## config.mk

```make
export PLATFORM = sky130hd
export DESIGN_NAME = hazard_control_unit
export DESIGN_NICKNAME = d
export VERILOG_FILES = /design/src/rtl/hazard_pkg.sv /design/src/rtl/sat_counter.sv /design/src/rtl/hazard_control_unit.sv
export SDC_FILE = /design/constraint.sdc
export NUM_CORES = 1
export LEC_CHECK = 0
export BUFFER_PORTS_ARGS = -buffer_cell sky130_fd_sc_hd__buf_2
export CORE_MARGIN = 2
export CORE_UTILIZATION = 30
export DETAILED_ROUTE_END_ITERATION = 12
export SYNTH_ARGS = -nofsm -noshare
export SYNTH_HDL_FRONTEND = slang
export SYNTH_SLANG_ARGS = --single-unit
```

## constraint.sdc

```tcl
create_clock -name clk -period 6 [get_ports clk]
set_input_delay 0.3 -clock clk [delete_from_list [all_inputs] [get_ports clk]]
set_output_delay 0.3 -clock clk [all_outputs]
set_load 0.01 [all_outputs]
```

## src/rtl/hazard_pkg.sv

```systemverilog
// Shared definitions for the pipeline hazard control unit: state encoding,
// register-index width, default counter width and control-output bundles.
package hazard_pkg;

    localparam int REG_IDX_W       = 5;
    localparam int COUNT_W_DEFAULT = 32;

    // Each state records which action the unit took in the previous cycle.
    typedef enum logic [1:0] {
        ST_RUN      = 2'b00,
        ST_LU_STALL = 2'b01,
        ST_BR_FLUSH = 2'b10,
        ST_MEM_WAIT = 2'b11
    } hcu_state_e;

    typedef struct packed {
        logic pc_write;
        logic ifid_write;
        logic ifid_flush;
        logic idex_bubble;
    } hcu_ctrl_t;

    localparam hcu_ctrl_t CTRL_NORMAL = '{pc_write: 1'b1, ifid_write: 1'b1,
                                          ifid_flush: 1'b0, idex_bubble: 1'b0};
    localparam hcu_ctrl_t CTRL_FLUSH  = '{pc_write: 1'b1, ifid_write: 1'b1,
                                          ifid_flush: 1'b1, idex_bubble: 1'b1};
    localparam hcu_ctrl_t CTRL_LU     = '{pc_write: 1'b0, ifid_write: 1'b0,
                                          ifid_flush: 1'b0, idex_bubble: 1'b1};
    localparam hcu_ctrl_t CTRL_FREEZE = '{pc_write: 1'b0, ifid_write: 1'b0,
                                          ifid_flush: 1'b0, idex_bubble: 1'b0};
    // Held while reset is asserted: nothing advances and the pipe is filled with NOPs.
    localparam hcu_ctrl_t CTRL_RESET  = '{pc_write: 1'b0, ifid_write: 1'b0,
                                          ifid_flush: 1'b1, idex_bubble: 1'b1};

endpackage

```

## src/rtl/sat_counter.sv

```systemverilog
// Event counter that increments on enable and sticks at all-ones instead of wrapping.
module sat_counter #(
    parameter int WIDTH = 32
) (
    input  logic             clk,
    input  logic             reset,
    input  logic             en,
    output logic [WIDTH-1:0] count
);

    localparam logic [WIDTH-1:0] ONE = {{(WIDTH-1){1'b0}}, 1'b1};

    function automatic logic [WIDTH-1:0] sat_inc(input logic [WIDTH-1:0] v);
        return (&v) ? v : v + ONE;
    endfunction

    always_ff @(posedge clk or negedge reset) begin
        if (!reset) begin
            count <= '0;
        end else if (en) begin
            count <= sat_inc(count);
        end
    end

endmodule

```

## src/rtl/hazard_control_unit.sv

```systemverilog
// Pipeline hazard control: decodes stall/flush/freeze enables each cycle and
// keeps saturating counts of stall cycles and branch flushes.
module hazard_control_unit
    import hazard_pkg::*;
#(
    parameter int COUNT_W = COUNT_W_DEFAULT
) (
    input  logic                 clk,
    input  logic                 reset,
    input  logic                 idex_mem_read,
    input  logic [REG_IDX_W-1:0] idex_rd,
    input  logic [REG_IDX_W-1:0] ifid_rs1,
    input  logic [REG_IDX_W-1:0] ifid_rs2,
    input  logic                 branch_taken,
    input  logic                 mem_busy,
    output logic                 pc_write,
    output logic                 ifid_write,
    output logic                 ifid_flush,
    output logic                 idex_bubble,
    output logic [1:0]           state,
    output logic [COUNT_W-1:0]   stall_count,
    output logic [COUNT_W-1:0]   flush_count
);

    hcu_state_e state_q;
    hcu_state_e state_d;
    hcu_ctrl_t  ctrl;
    logic       load_use;
    logic       stall_en;
    logic       flush_en;

    always_ff @(posedge clk or negedge reset) begin
        if (!reset) begin
            state_q <= ST_RUN;
        end else begin
            state_q <= state_d;
        end
    end

    // rs2 is compared even for instructions that do not read it; a spurious
    // stall costs one cycle, a missed one corrupts data.
    always_comb begin
        load_use = idex_mem_read
                 && (idex_rd != '0)
                 && ((idex_rd == ifid_rs1) || (idex_rd == ifid_rs2))
                 && (state_q != ST_BR_FLUSH);
        state_d  = ST_RUN;
        ctrl     = CTRL_NORMAL;
        stall_en = 1'b0;
        flush_en = 1'b0;
        if (!reset) begin
            ctrl = CTRL_RESET;
        end else if (mem_busy) begin
            ctrl     = CTRL_FREEZE;
            state_d  = ST_MEM_WAIT;
            stall_en = 1'b1;
        end else if (branch_taken) begin
            ctrl     = CTRL_FLUSH;
            state_d  = ST_BR_FLUSH;
            flush_en = 1'b1;
        end else if (load_use) begin
            ctrl     = CTRL_LU;
            state_d  = ST_LU_STALL;
            stall_en = 1'b1;
        end
    end

    assign pc_write    = ctrl.pc_write;
    assign ifid_write  = ctrl.ifid_write;
    assign ifid_flush  = ctrl.ifid_flush;
    assign idex_bubble = ctrl.idex_bubble;
    assign state       = state_q;

    sat_counter #(.WIDTH(COUNT_W)) u_stall_cnt (
        .clk   (clk),
        .reset (reset),
        .en    (stall_en),
        .count (stall_count)
    );

    sat_counter #(.WIDTH(COUNT_W)) u_flush_cnt (
        .clk   (clk),
        .reset (reset),
        .en    (flush_en),
        .count (flush_count)
    );

endmodule

```

Yosys cells after proc, flatten, opt, wreduce, memory -nomap -nowiden
Cells that the tools add are included.

Register bits: 66. Input port bits: 20. Output and inout bits: 70. Word-level logic and storage cells: 34.

Add/sub/neg operators: 2. Eq/ne operators: 3. Mux-type cells: 15. Bitwise logic cells: 2. Reduce and logical (&&, ||, !) cells: 9.

Operator list (number): 32-bit by 1-bit adder with 32-bit output, second input constant (2); 32-bit AND reduction (2); 4-bit 2-to-1 mux (4); 5-bit == test (2); 1-bit 2-to-1 mux (8); 2-bit 2-to-1 mux (3); 5-bit nonzero test (1); 2-bit AND reduction (2); 1-bit logical AND (3); 2-bit != test, second input constant (1); 1-bit NOT (2); 1-bit logical OR (1).

Depth between registers and ports, before layout
Gate-level depths: netlist of the first run.

Depth in word-level cells: 9. Gate-level depth with buffers: 8. Depth with buffers taken out: 7.

Cells and area by module
A second synthesis of the first run with hierarchy kept.

Cell total of the unflattened synthesis: 317. Area, all modules: 3432.0 um^2.

By module, submodules not included: sat_counter (u_flush_cnt) (instances 1, cells an instance 146, area an instance 1630.3 um^2, sequential area each 800.8 um^2); sat_counter (u_stall_cnt) (instances 1, cells an instance 139, area an instance 1541.5 um^2, sequential area each 800.8 um^2); hazard_control_unit (instances 1, cells an instance 32, area an instance 260.2 um^2, sequential area each 50.0 um^2).

Least setup slack after synthesis of the first run
OpenSTA, ideal clock, no wires.

Kind: reg2reg. Start: reg u_stall_cnt.count[0]. End: reg u_stall_cnt.count[20]. Library setup time: 0.127 ns. Arrival time: 1.978 ns. Required time: 5.873 ns. Setup slack: 3.895 ns. Cell stages (with the launch flop): 8. Path buffers: 0. Period minus slack after synthesis: 2.105 ns. Path through: dfrtp_1 ha_1 nand4_1 nor4_2 nand2_1 nor4_4 nand3_1 xnor2_1.

Longest elaborated chain between the ends: 3. Elaborated cells on any way between the ends: 4. Classes of those cells: 1 x add/sub; 1 x bitwise; 2 x reduce/logical.

RTL lines: start, declared (line sat_counter.sv:8) `output logic [WIDTH-1:0] count`; start signal, assigned (line sat_counter.sv:21) `count <= sat_inc(count);`; parallel branches: the longest is 3 deep, another holds 32-bit by 1-bit adder with 32-bit output.

Several ways; the timed one is not identified. A chain may end at the register's enable or synchronous reset.

Worst setup path in the final report of the first run
Start: reg u_flush_cnt.count[0]. End: reg u_flush_cnt.count[5].

Longest elaborated chain between the ends: 3. Elaborated cells on any way between the ends: 4. Classes of those cells: 1 x add/sub; 1 x bitwise; 2 x reduce/logical.

RTL lines (line): start, declared (sat_counter.sv:8); start signal, assigned (sat_counter.sv:21); parallel branches: the longest is 3 deep, another holds 32-bit by 1-bit adder with 32-bit output.

Several ways; the timed one is not identified.

==> results of run 1 <==
area by class of cell:
cell class,count,area [sq um]
clock buffers,12,165
clock inverters,4,72.6
fillers,1068,6600
inverters,6,22.5
multi-input cells,224,1560
flip-flops and latches,66,1650
well taps,140,175
repair buffers,90,453
flip-flops by register name, indices dropped and copies added (netlist names):
signal,cells
u_stall_cnt.count,32
state,2
u_flush_cnt.count,32
per-stage QoR:
step | setup WS [ps] | hold slack (ps)
6_report | 3400 | 53.2
5_1_grt | 3170 | 115
3_5_place_dp | 3110 | 441
4_1_cts | 3420 | 75.1
2_1_floorplan | 3900 | 4.41
3_3_place_gp | 3160 | 442
worst max-delay path: cells and delay by family, from the launching register on:
kind,cells,cell delay [ps]
AOI/OAI and AO/OA,1,910
adders and majority gates,1,280
DFF,1,430
xor gates and xnor gates,1,190
and+or+nand+nor,3,680
synthesized netlist by cell type, types with 3 or more instances:
master   instances  area, sq um
xnor2_1         56          490
nor3_1           8         40.0
nand3_1         29          145
dfrtp_1         66         1650
inv_1            6         22.5
xor2_1          16          140
nand4_1         15         93.8
nand2_1         35          131
nor4_1           3         18.8
nor2_1          11         41.3
and4_1           5         43.8
and3_1          14         87.6
and2_1           4         25.0
power by group through the flow:
stage | Clock, mW | Sequential [mW] | Combinational (mW)
floorplan | 0 | 0.541 | 0.0702
global placement | 0 | 0.530 | 0.152
detailed placement | 0 | 0.531 | 0.155
CTS | 0.453 | 0.523 | 0.155
global route | 0.472 | 0.531 | 0.168
finish | 0.440 | 0.524 | 0.151
metal layers:
| layer | routed length [um] | global-route usage |
|---|---|---|
| met4 | 93 | 0.0385 |
| met1 | 3280 | 0.167 |
| met2 | 3430 | 0.221 |
| met3 | 552 | 0.0500 |
| met5 | 0 | 0 |
final timing paths:
path	endpoint	cells after the start	slack [ps]
setup / recovery	u_flush_cnt.count[5]$_DFFE_PN0P_	6	3400
hold / removal	state[1]$_DFF_PN0_	1	50
setup reg to reg	u_flush_cnt.count[5]$_DFFE_PN0P_	6	3400
hold reg to reg	u_flush_cnt.count[26]$_DFFE_PN0P_	1	490
max in group asynchronous	u_stall_cnt.count[15]$_DFFE_PN0P_	2	5030
min in group clk	state[1]$_DFF_PN0_	2	230
kinds of logic after synthesis:
family / after synthesis / share of synthesized area
simple gates: 139 / 0.246
xor+xnor: 72 / 0.193
flops: 66 / 0.507
compound gates: 10 / 0.0272
buf+inv: 10 / 0.0157
fa+ha+maj: 2 / 0.00767
mux: 1 / 0.00345
==> reports/results.tsv, run 1 <==
metric	value	unit
status	finished, final reports clean	
portBuffers	89	
ys.warnings.count	0	
drv_cap	0	
end_kind	flop	
synth_ff_type	dfrtp_1	
routed_wl	7.36	mm
synth_edf_count	0	
cpPeakStageDelay	910	ps
vias	2522	
cts_buffers	9	
drive_gt1_frac	0.301	
hpwl	5.42	mm
synth_cell_types	37	
grt_use_total	0.135	
htree_num_levels	3	
wl_per_cell	13.6	um
layout_commonest_cell	buf_2	
crit_chain	ha_1 -> and4_1 -> and3_1 -> a21oi_1 -> nand3_1 -> xnor2_1	
final_area	4100	sq um
critical_path.slowest_cell	a21oi_1	
setup_tns	0	ps
placed_cell_area	3860	sq um
ant_nets	0	
finalPower	1.12	mW
worstPathMaxFanout	15	
setup_viol	0	
syn_inst	300	
instances_no_fill	542	
drc	0	
min_path_type	input pin to asynchronous set/reset pin	
hold_violations	0	
async_flop_share	1.00	
startpoint	u_flush_cnt.count[0]$_DFFE_PN0P_	
syn2layout_area_growth	25.7	%
io-pin-count	90	
worstMarginPinSlew	1190	ps
critPathRequiredTime	6230	ps
ys_seq_area_frac	0.507	
maxSlewHeadroom	0.208	
clkTransAtPathRegs	70	ps
synth_nets	322	
ctsResizeCount	0	
fin_nets	419	
slew_viol_final	0	
fp.dieW	108	um
postSynthAreaPerCell	10.9	sq um
crit_type	flop to flop	
rows	38	
dp.cells	526	
critPathLaunchType	flop	
clockBufferDepth	2	
die_h	108	um
cts_tree	yes	
rsz0062_at_grt	false	
p_leak	1.99	nW
p_comb_frac	0.136	
ir_drop	0.149	mV
drtPass1Iterations	4	
antenna_found_initial	0	
fin_util	0.383	
pwr_density_cell	272	nW/um^2
p_clk_frac	0.395	
mostFrequentLayoutCells	buf_2 (89), dfrtp_1 (66), xnor2_1 (56)	
grt_pass1_vias	2562	
vias_per_cell	4.65	
core-area	10700	sq um
intPower	0.815	mW
start_util	0.305	
fin_worst_skew	7.78	ps
cts.sinks	66	
layout_worst_path_cycle_share	0.434	
dieArea	11700	sq um
max_freq	384	MHz
worstSkewPairLatency	340	ps
first_iter_violations	70	
cts_setup_buffers	0	
switchingPower	0.301	mW
cts-root-buf	clkbuf_8	
netlist_area	3260	sq um
arrival	2830	ps
seqPwrFrac	0.470	
grt_pass1_wl	12.5	mm
synth_seq_cells	66	
final.min_clock_period	2600	ps
switching_share	0.269	
cts_hold_buf	0	
grt_overflow	0	
grt_max_degree	38	
r2r_start	u_flush_cnt.count[0]$_DFFE_PN0P_	
gp_congestion	0.746	
antenna_cells	0	
(Power assumes the default switching activity.)
==> run 2, diff against run 1 <==
- clock period: 6 -> 2.7 ns (I/O delays scaled with it)
==> run 2 against run 1 <==
Utilization decreased by 0.28 points. Combinational power grew 120%. Sequential power is 120% higher. Hold slack lost 12 ps. Setup slack got worse by 3100 ps. Via count up 1.3%. Register-to-register slack got worse by 3100 ps. Critical path depth stayed put. Largest power group unchanged.
==> reports/results.tsv, run 2 (synthesized netlist as in run 1, its figures left out) <==
metric	value	unit
slew_viol_final	0	
grt_pass1_vias	2546	
max_freq	418	MHz
fin_nets	421	
r2r_start	u_stall_cnt.count[0]$_DFFE_PN0P_	
min_path_type	input pin to asynchronous set/reset pin	
ir_drop	0.339	mV
hpwl	5.32	mm
clockBufferDepth	2	
first_iter_violations	57	
start_util	0.305	
place_worst_setup_slack	287	ps
antenna_cells	0	
vias	2556	
placed_cell_area	3870	sq um
dieArea	11700	sq um
setup_viol	0	
htree_num_levels	3	
worstSkewPairLatency	340	ps
holdWs	40.9	ps
pwr_density_cell	570	nW/um^2
drc	0	
ctsResizeCount	0	
ant_nets	0	
layout_worst_path_cycle_share	0.886	
final_area	4070	sq um
mostFrequentLayoutCells	buf_2 (89), dfrtp_1 (66), xnor2_1 (56)	
cts_tree	yes	
rsz0062_at_grt	false	
finalPower	2.32	mW
cts_hold_buf	0	
p_leak	1.98	nW
grt_use_total	0.132	
cts_buffers	9	
rows	38	
maxSlewHeadroom	0.306	
hold_violations	0	
cts-root-buf	clkbuf_8	
layout_commonest_cell	buf_2	
crit_type	flop to flop	
syn2layout_area_growth	24.8	%
setup_tns	0	ps
drv_cap	0	
worstMarginPinSlew	1040	ps
grt_overflow	0	
vias_per_cell	4.71	
cts.sinks	66	
cts_setup_buffers	0	
clkTransAtPathRegs	70	ps
portBuffers	89	
die_h	108	um
layout_setup_ws	309	ps
io-pin-count	90	
antenna_found_initial	0	
wl_per_cell	13.3	um
startpoint	u_stall_cnt.count[0]$_DFFE_PN0P_	
worstPathMaxFanout	18	
fin_worst_skew	13.1	ps
arrival	2610	ps
critPathLaunchType	flop	
final.min_clock_period	2390	ps
gp_congestion	0.763	
status	finished, final reports clean	
core-area	10700	sq um
drtPass1Iterations	4	
grt_max_degree	68	
grt_pass1_wl	12.1	mm
fp.dieW	108	um
end_kind	flop	
drive_gt1_frac	0.303	
critPathRequiredTime	2920	ps
routed_wl	7.25	mm
run 2: changes by cell type in the layout (fill, tap and decap cells not counted), sizes merged:
cell / change
buf: +2
bufinv: -1
clkbuf: -2
clkinv: +1
clkinvlp: +1
run 2: stage by stage:
step,std cells,util
6_report,543,0.380
5_1_grt,543,0.380
4_1_cts,543,0.380
3_5_place_dp,528,0.362
3_3_place_gp,528,0.362
2_1_floorplan,300,-
run 2: final timing paths:
check | endpoint | slack [ps] | cells after the start
worst max register to register | u_stall_cnt.count[1]$_DFFE_PN0P_ | 310 | 6
worst min register to register | u_flush_cnt.count[21]$_DFFE_PN0P_ | 490 | 1
worst min-delay path | u_stall_cnt.count[23]$_DFFE_PN0P_ | 40 | 2
min in group clk | state[1]$_DFF_PN0_ | 70 | 2
worst max-delay path | u_stall_cnt.count[1]$_DFFE_PN0P_ | 310 | 6
max in group asynchronous | u_flush_cnt.count[3]$_DFFE_PN0P_ | 2100 | 2
run 2: final cells by class:
type | count | area (sq um)
inverter | 6 | 22.5
clock buffer | 10 | 138
fill | 1112 | 6630
timing repair buffer | 92 | 468
sequential | 66 | 1650
multi-input combinational | 224 | 1560
tap | 140 | 175
clock inverter | 5 | 55.1
run 2: routing by layer:
metal | vias to the layer above | track usage | part of all wire
met4 | 0 | 0.0467 | 0.015
met5 | - | 0 | 0
met3 | 10 | 0.0446 | 0.069
met2 | 79 | 0.224 | 0.48
li1 | 1238 | - | -
met1 | 1229 | 0.157 | 0.44
run 2: where the power goes:
| part | switching [mW] | total, mW | internal (mW) |
|---|---|---|---|
| combinational | 0.186 | 0.339 | 0.153 |
| sequential | 0.0936 | 1.16 | 1.07 |
| clock | 0.379 | 0.822 | 0.443 |
run 2: worst max-delay path, cell delays in order (launching register included):
cell     delay (ps)
dfrtp_1         410
ha_1            240
nand4_1         170
nor4_2           80
and3_1          180
nor3_2          780
mux2_2          420
